File: config.mk
export PLATFORM = sky130hd
export DESIGN_NAME = lcd_frame_writer
export DESIGN_NICKNAME = d
export VERILOG_FILES = /design/src/rtl/lcd_frame_writer.sv
export SDC_FILE = /design/constraint.sdc
export NUM_CORES = 1
export LEC_CHECK = 0
export BUFFER_PORTS_ARGS = -buffer_cell sky130_fd_sc_hd__buf_2
export CAP_MARGIN = 5
export CORE_UTILIZATION = 60
export CTS_BUF_LIST = sky130_fd_sc_hd__clkbuf_4
export DETAILED_ROUTE_END_ITERATION = 16
export GPL_TIMING_DRIVEN = 1
export PLACE_DENSITY = 0.87
export SLEW_MARGIN = 20
export SYNTH_ARGS = -nofsm -noshare
export SYNTH_HDL_FRONTEND = slang
export SYNTH_SLANG_ARGS = --single-unit
File: constraint.sdc
create_clock -name iCLK -period 6.7 [get_ports iCLK]
set_input_delay 1.34 -clock iCLK [delete_from_list [all_inputs] [get_ports iCLK]]
set_output_delay 1.34 -clock iCLK [all_outputs]
set_load 0.02 [all_outputs]
File: src/rtl/lcd_frame_writer.sv
// lcd_frame_writer: generates one Mastermind board background frame on request
// and streams it in raster order (x fastest) into the SDRAM write FIFO.
module lcd_frame_writer #(
  parameter int unsigned H_ACTIVE = 800,
  parameter int unsigned V_ACTIVE = 480,
  parameter int unsigned CELL_W   = 100,
  parameter int unsigned CELL_H   = 96,
  parameter int unsigned PEG_ROW  = 4,
  parameter logic [23:0] BG_RGB   = 24'h202020,
  parameter logic [23:0] PEG_RGB  = 24'h404040,
  parameter logic [23:0] LINE_RGB = 24'hC0C0C0
) (
  input  logic        iCLK,
  input  logic        iRST_n,
  input  logic        iSTART,
  input  logic        iWR_FULL,
  output logic        oWR_EN,
  output logic [15:0] oWR_DATA1,
  output logic [15:0] oWR_DATA2,
  output logic        oBUSY,
  output logic        oDONE
);

  localparam logic [10:0] X_LAST  = 11'(H_ACTIVE - 1);
  localparam logic [9:0]  Y_LAST  = 10'(V_ACTIVE - 1);
  localparam logic [10:0] XC_LAST = 11'(CELL_W - 1);
  localparam logic [9:0]  YC_LAST = 10'(CELL_H - 1);
  localparam logic [9:0]  PEG_R   = 10'(PEG_ROW);

  typedef enum logic [1:0] {IDLE, FILL, DONE} state_t;

  state_t      state;
  logic [10:0] x;
  logic [10:0] xCell;
  logic [9:0]  y;
  logic [9:0]  yCell;
  logic [9:0]  cellRow;
  logic        xfer;
  logic        lineEnd;
  logic        frameEnd;
  logic [23:0] rgb;

  assign xfer     = (state == FILL) && !iWR_FULL;
  assign lineEnd  = (x == X_LAST);
  assign frameEnd = lineEnd && (y == Y_LAST);
  assign oWR_EN   = xfer;

  // Pixel colour from the cell-relative counters: grid lines win over area fill.
  always_comb begin
    rgb = BG_RGB;
    if (xCell == '0 || yCell == '0) begin
      rgb = LINE_RGB;
    end else if (cellRow >= PEG_R) begin
      rgb = PEG_RGB;
    end
  end

  assign oWR_DATA1 = rgb[23:8];
  assign oWR_DATA2 = {8'h00, rgb[7:0]};

  // Frame FSM and raster counters; counters only move on a transfer cycle.
  always_ff @(posedge iCLK) begin
    if (!iRST_n) begin
      state   <= IDLE;
      x       <= '0;
      xCell   <= '0;
      y       <= '0;
      yCell   <= '0;
      cellRow <= '0;
      oBUSY   <= 1'b0;
      oDONE   <= 1'b0;
    end else begin
      case (state)
        IDLE: begin
          oDONE <= 1'b0;
          if (iSTART) begin
            state <= FILL;
            oBUSY <= 1'b1;
          end
        end
        FILL: begin
          if (xfer) begin
            // Last pixel clears everything here so y never reaches V_ACTIVE.
            if (frameEnd) begin
              state   <= DONE;
              oBUSY   <= 1'b0;
              oDONE   <= 1'b1;
              x       <= '0;
              xCell   <= '0;
              y       <= '0;
              yCell   <= '0;
              cellRow <= '0;
            end else if (lineEnd) begin
              x     <= '0;
              xCell <= '0;
              y     <= y + 10'd1;
              if (yCell == YC_LAST) begin
                yCell   <= '0;
                cellRow <= cellRow + 10'd1;
              end else begin
                yCell <= yCell + 10'd1;
              end
            end else begin
              x     <= x + 11'd1;
              xCell <= (xCell == XC_LAST) ? '0 : xCell + 11'd1;
            end
          end
        end
        DONE: begin
          state   <= IDLE;
          oDONE   <= 1'b0;
          oBUSY   <= 1'b0;
          x       <= '0;
          xCell   <= '0;
          y       <= '0;
          yCell   <= '0;
          cellRow <= '0;
        end
        default: begin
          state <= IDLE;
          oBUSY <= 1'b0;
          oDONE <= 1'b0;
        end
      endcase
    end
  end

endmodule
==> flow_summary.ini <==
[run_status]
status = complete, no violations

[global_routing]
gr-total-overflow = 0
antenna_found_initial = 0
grt_pass1_vias = 2226
grt_usage_pct = 23.49
grt_max_degree = 21
met3_usage_pct = 4.282
use_met1_pct = 32.93
grt_pass1_wl_mm = 9.853
grt_use_met2_pct = 35.60
grt-busiest-layer = met2

[floorplan]
dieWidth_um = 72.98
initial_core_util_pct = 63.16
design.core.area_um2 = 4786
die_area_um2 = 5326
die-height_um = 72.98
placementRows = 25
io_pins = 39

[logic_synthesis]
synthFlopType = dfxtp_1
synthesis.area_um2 = 3023
synth_cell_type_count = 50
synth-edff-count = 0
synth_top_area_share_pct = 36.42
avgSynthCellArea_um2 = 8.282
ys_ff_latch = 55
synthArstFlopShare_pct = 0
yosysTopAreaCell = dfxtp_1
post-synth-top-count-cell = nor2_1
ys_top_cells_by_area = dfxtp_1, buf_4, nor2_1
syn_inst = 365
yosysSeqAreaShare_pct = 36.42
synthTopCellsByCount = nor2_1, dfxtp_1, buf_4
yosys_warnings = 0

[timing]
clock-skew-final_ps = 7.257
worst_pin_slew_ps = 890.8
fmax_mhz = 271.3
final-hold-violation-count = 0
setup_tns_ps = 0
final_max_slew_viol_count = 0
slew_headroom_pct = 40.17
timing.final.crit_share_pct = 55.01
rsz0062_at_grt = no
finalSetupViolations = 0
finalCriticalPeriod_ps = 3686

[pwr]
power_leakage_nw = 1.203
p_clk_share_pct = 27.6
power_density_nw_per_um2 = 170.2
ir_worst_vdd_v = 0.0001195
internal_power_uw = 381.3
p_seq_share_pct = 64.0
power_frac_comb_pct = 8.4
finalPower_uw = 522.7
p_sw_uw = 141.4
switching_share_pct = 27.06

[critical_path]
crit_path_start_kind = input pin
max_stage_delay_ps = 460
critical_path_peak_fanout = 7
required_ps = 5360
critPathMostFrequentCell = buf_2
cp.arrival_ps = 2350
slowest_stage = or3b_1
crit_type = in -> out
end_kind = output port
crit_chain = buf_2, or3b_1, inv_1, buf_2

[placement]
place_hpwl_mm = 4.095
place_congestion = 0.8220
port_buffers = 15

[clock_network]
clock_path_buffers = 2
cts_tree = yes
cts_sinks = 55
cts.htree.levels = 2
cts.clk_slew.worst_paths_ps = 150
cts_made_buffers = 5
post-cts-setup-buffers = 0
ctsRootBufferMaster = clkbuf_4
post_cts_resized = 0
clock_latency_ps = 370
cts_hold_buffers = 0

[routing]
via_per_inst = 5.778
drt_iter0_markers = 179
wl_per_cell_um = 12.81
wirelength_mm = 5.650
postRouteAntennaNets = 0
via_count = 2548
firstDrtPassIters = 4
drc = 0

[hold_path]
hold_class = reg -> reg

[cells_and_area]
antenna_cells = 0
fillers = 406
synthToLayoutAreaGrowth_pct = 1.614
drive_above_1_share_pct = 8.289
fin_nets = 385

[job]
cap_violations = 0
## metal layers
layer  vias to the layer above  share of wire, %
met3                        10               5.5
met4                         0               1.4
met5                         -                 0
met2                        89                45
met1                      1187                48
li1                       1262                 -
## cell type report
class                           instances  area (µm²)  area share, %
Multi-Input combinational cell        282        1698          55.27
Timing Repair Buffer                   16       82.58          2.688
Tap cell                               67       83.83          2.729
Sequential cell                        55        1101          35.85
Clock buffer                            5       37.54          1.222
Clock inverter                          3       20.02         0.6517
Inverter                               13       48.80          1.589
## worst paths after layout
path            start         end  slack (ps)  cells after the start
max          iWR_FULL      oWR_EN        3010                      4
min              y[9]        y[9]         500                      2
max reg2reg      x[5]  cellRow[3]        3900                      5
min reg2reg      y[9]        y[9]         500                      2
## power by group through the flow
stage | Sequential, mW | Combinational [mW] | Clock, mW
after global routing | 0.335 | 0.0494 | 0.160
after CTS | 0.334 | 0.0441 | 0.148
after global placement | 0.341 | 0.0431 | 0
after detailed placement | 0.341 | 0.0438 | 0
after floorplan | 0.341 | 0.0459 | 0
final | 0.334 | 0.0441 | 0.144
## registers in the layout, summed over array words and instances (netlist names)
| register | flops |
|---|---|
| cellRow | 10 |
| oDONE | 1 |
| x | 11 |
| oBUSY | 1 |
| yCell | 10 |
| y | 10 |
| xCell | 11 |
| state | 1 |
## per-stage QoR
stage | instance area [µm²] | util [%] | hold WS (ps) | cells | setup WS, ps
after detailed placement | 3014 | 62.98 | 477.0 | 433 | 2908
after global placement | 3014 | 62.98 | 470.5 | 433 | 2992
final | 3072 | 64.18 | 498.4 | 441 | 3014
after CTS | 3072 | 64.18 | 496.7 | 441 | 3020
after global routing | 3072 | 64.18 | 533.8 | 441 | 2961
after floorplan | 3105 | - | 452.6 | 387 | 3316
## critical path: cells and delay by family
| kind | cells | cell delay [ps] |
|---|---|---|
| and+or+nand+nor | 1 | 460 |
| buffers and inverters | 3 | 540 |
## cell usage in the layout, fill, tap and decap left out, types with 2 or more instances in the layout
| master | Yosys | final |
|---|---|---|
| nor2_1 | 57 | 57 |
| dfxtp_1 | 55 | 55 |
| nand2_1 | 26 | 26 |
| xor2_1 | 24 | 24 |
| conb_1 | 1 | 23 |
| nand3_1 | 16 | 16 |
| buf_2 | 2 | 15 |
| inv_1 | 13 | 13 |
| and3_1 | 13 | 13 |
| a21oi_1 | 11 | 11 |
| o21ai_0 | 10 | 10 |
| nand4_1 | 10 | 10 |
| nor3_1 | 9 | 9 |
| ha_1 | 8 | 8 |
| xnor2_1 | 7 | 7 |
| or3_1 | 6 | 6 |
| nor4_1 | 6 | 6 |
| o211ai_1 | 6 | 6 |
| a221o_1 | 6 | 6 |
| o2111ai_1 | 5 | 5 |
| clkbuf_4 | 0 | 5 |
| or4_1 | 3 | 3 |
| and4_1 | 3 | 3 |
| nor3b_1 | 2 | 2 |
| nor4_4 | 2 | 2 |
| a31oi_1 | 2 | 2 |
| a311oi_1 | 2 | 2 |
| or2_2 | 2 | 2 |
| a22o_1 | 2 | 2 |
| a31o_2 | 2 | 2 |
| o22ai_1 | 2 | 2 |
| clkinvlp_4 | 0 | 2 |
## cells by family (layout without fill, tap and decap cells)
group	after synthesis	after routing	share of synthesized area, %
AO/OA/AOI/OAI	57	57	13.29
XOR/XNOR	31	31	8.982
adder cells (fa/ha/maj)	8	8	3.311
buffers and inverters	50	37	10.14
flip-flops	55	55	36.42
multiplexers	1	1	0.3311
other	1	23	0.1241
AND/OR/NAND/NOR	162	162	27.40
(Power assumes the default switching activity.)
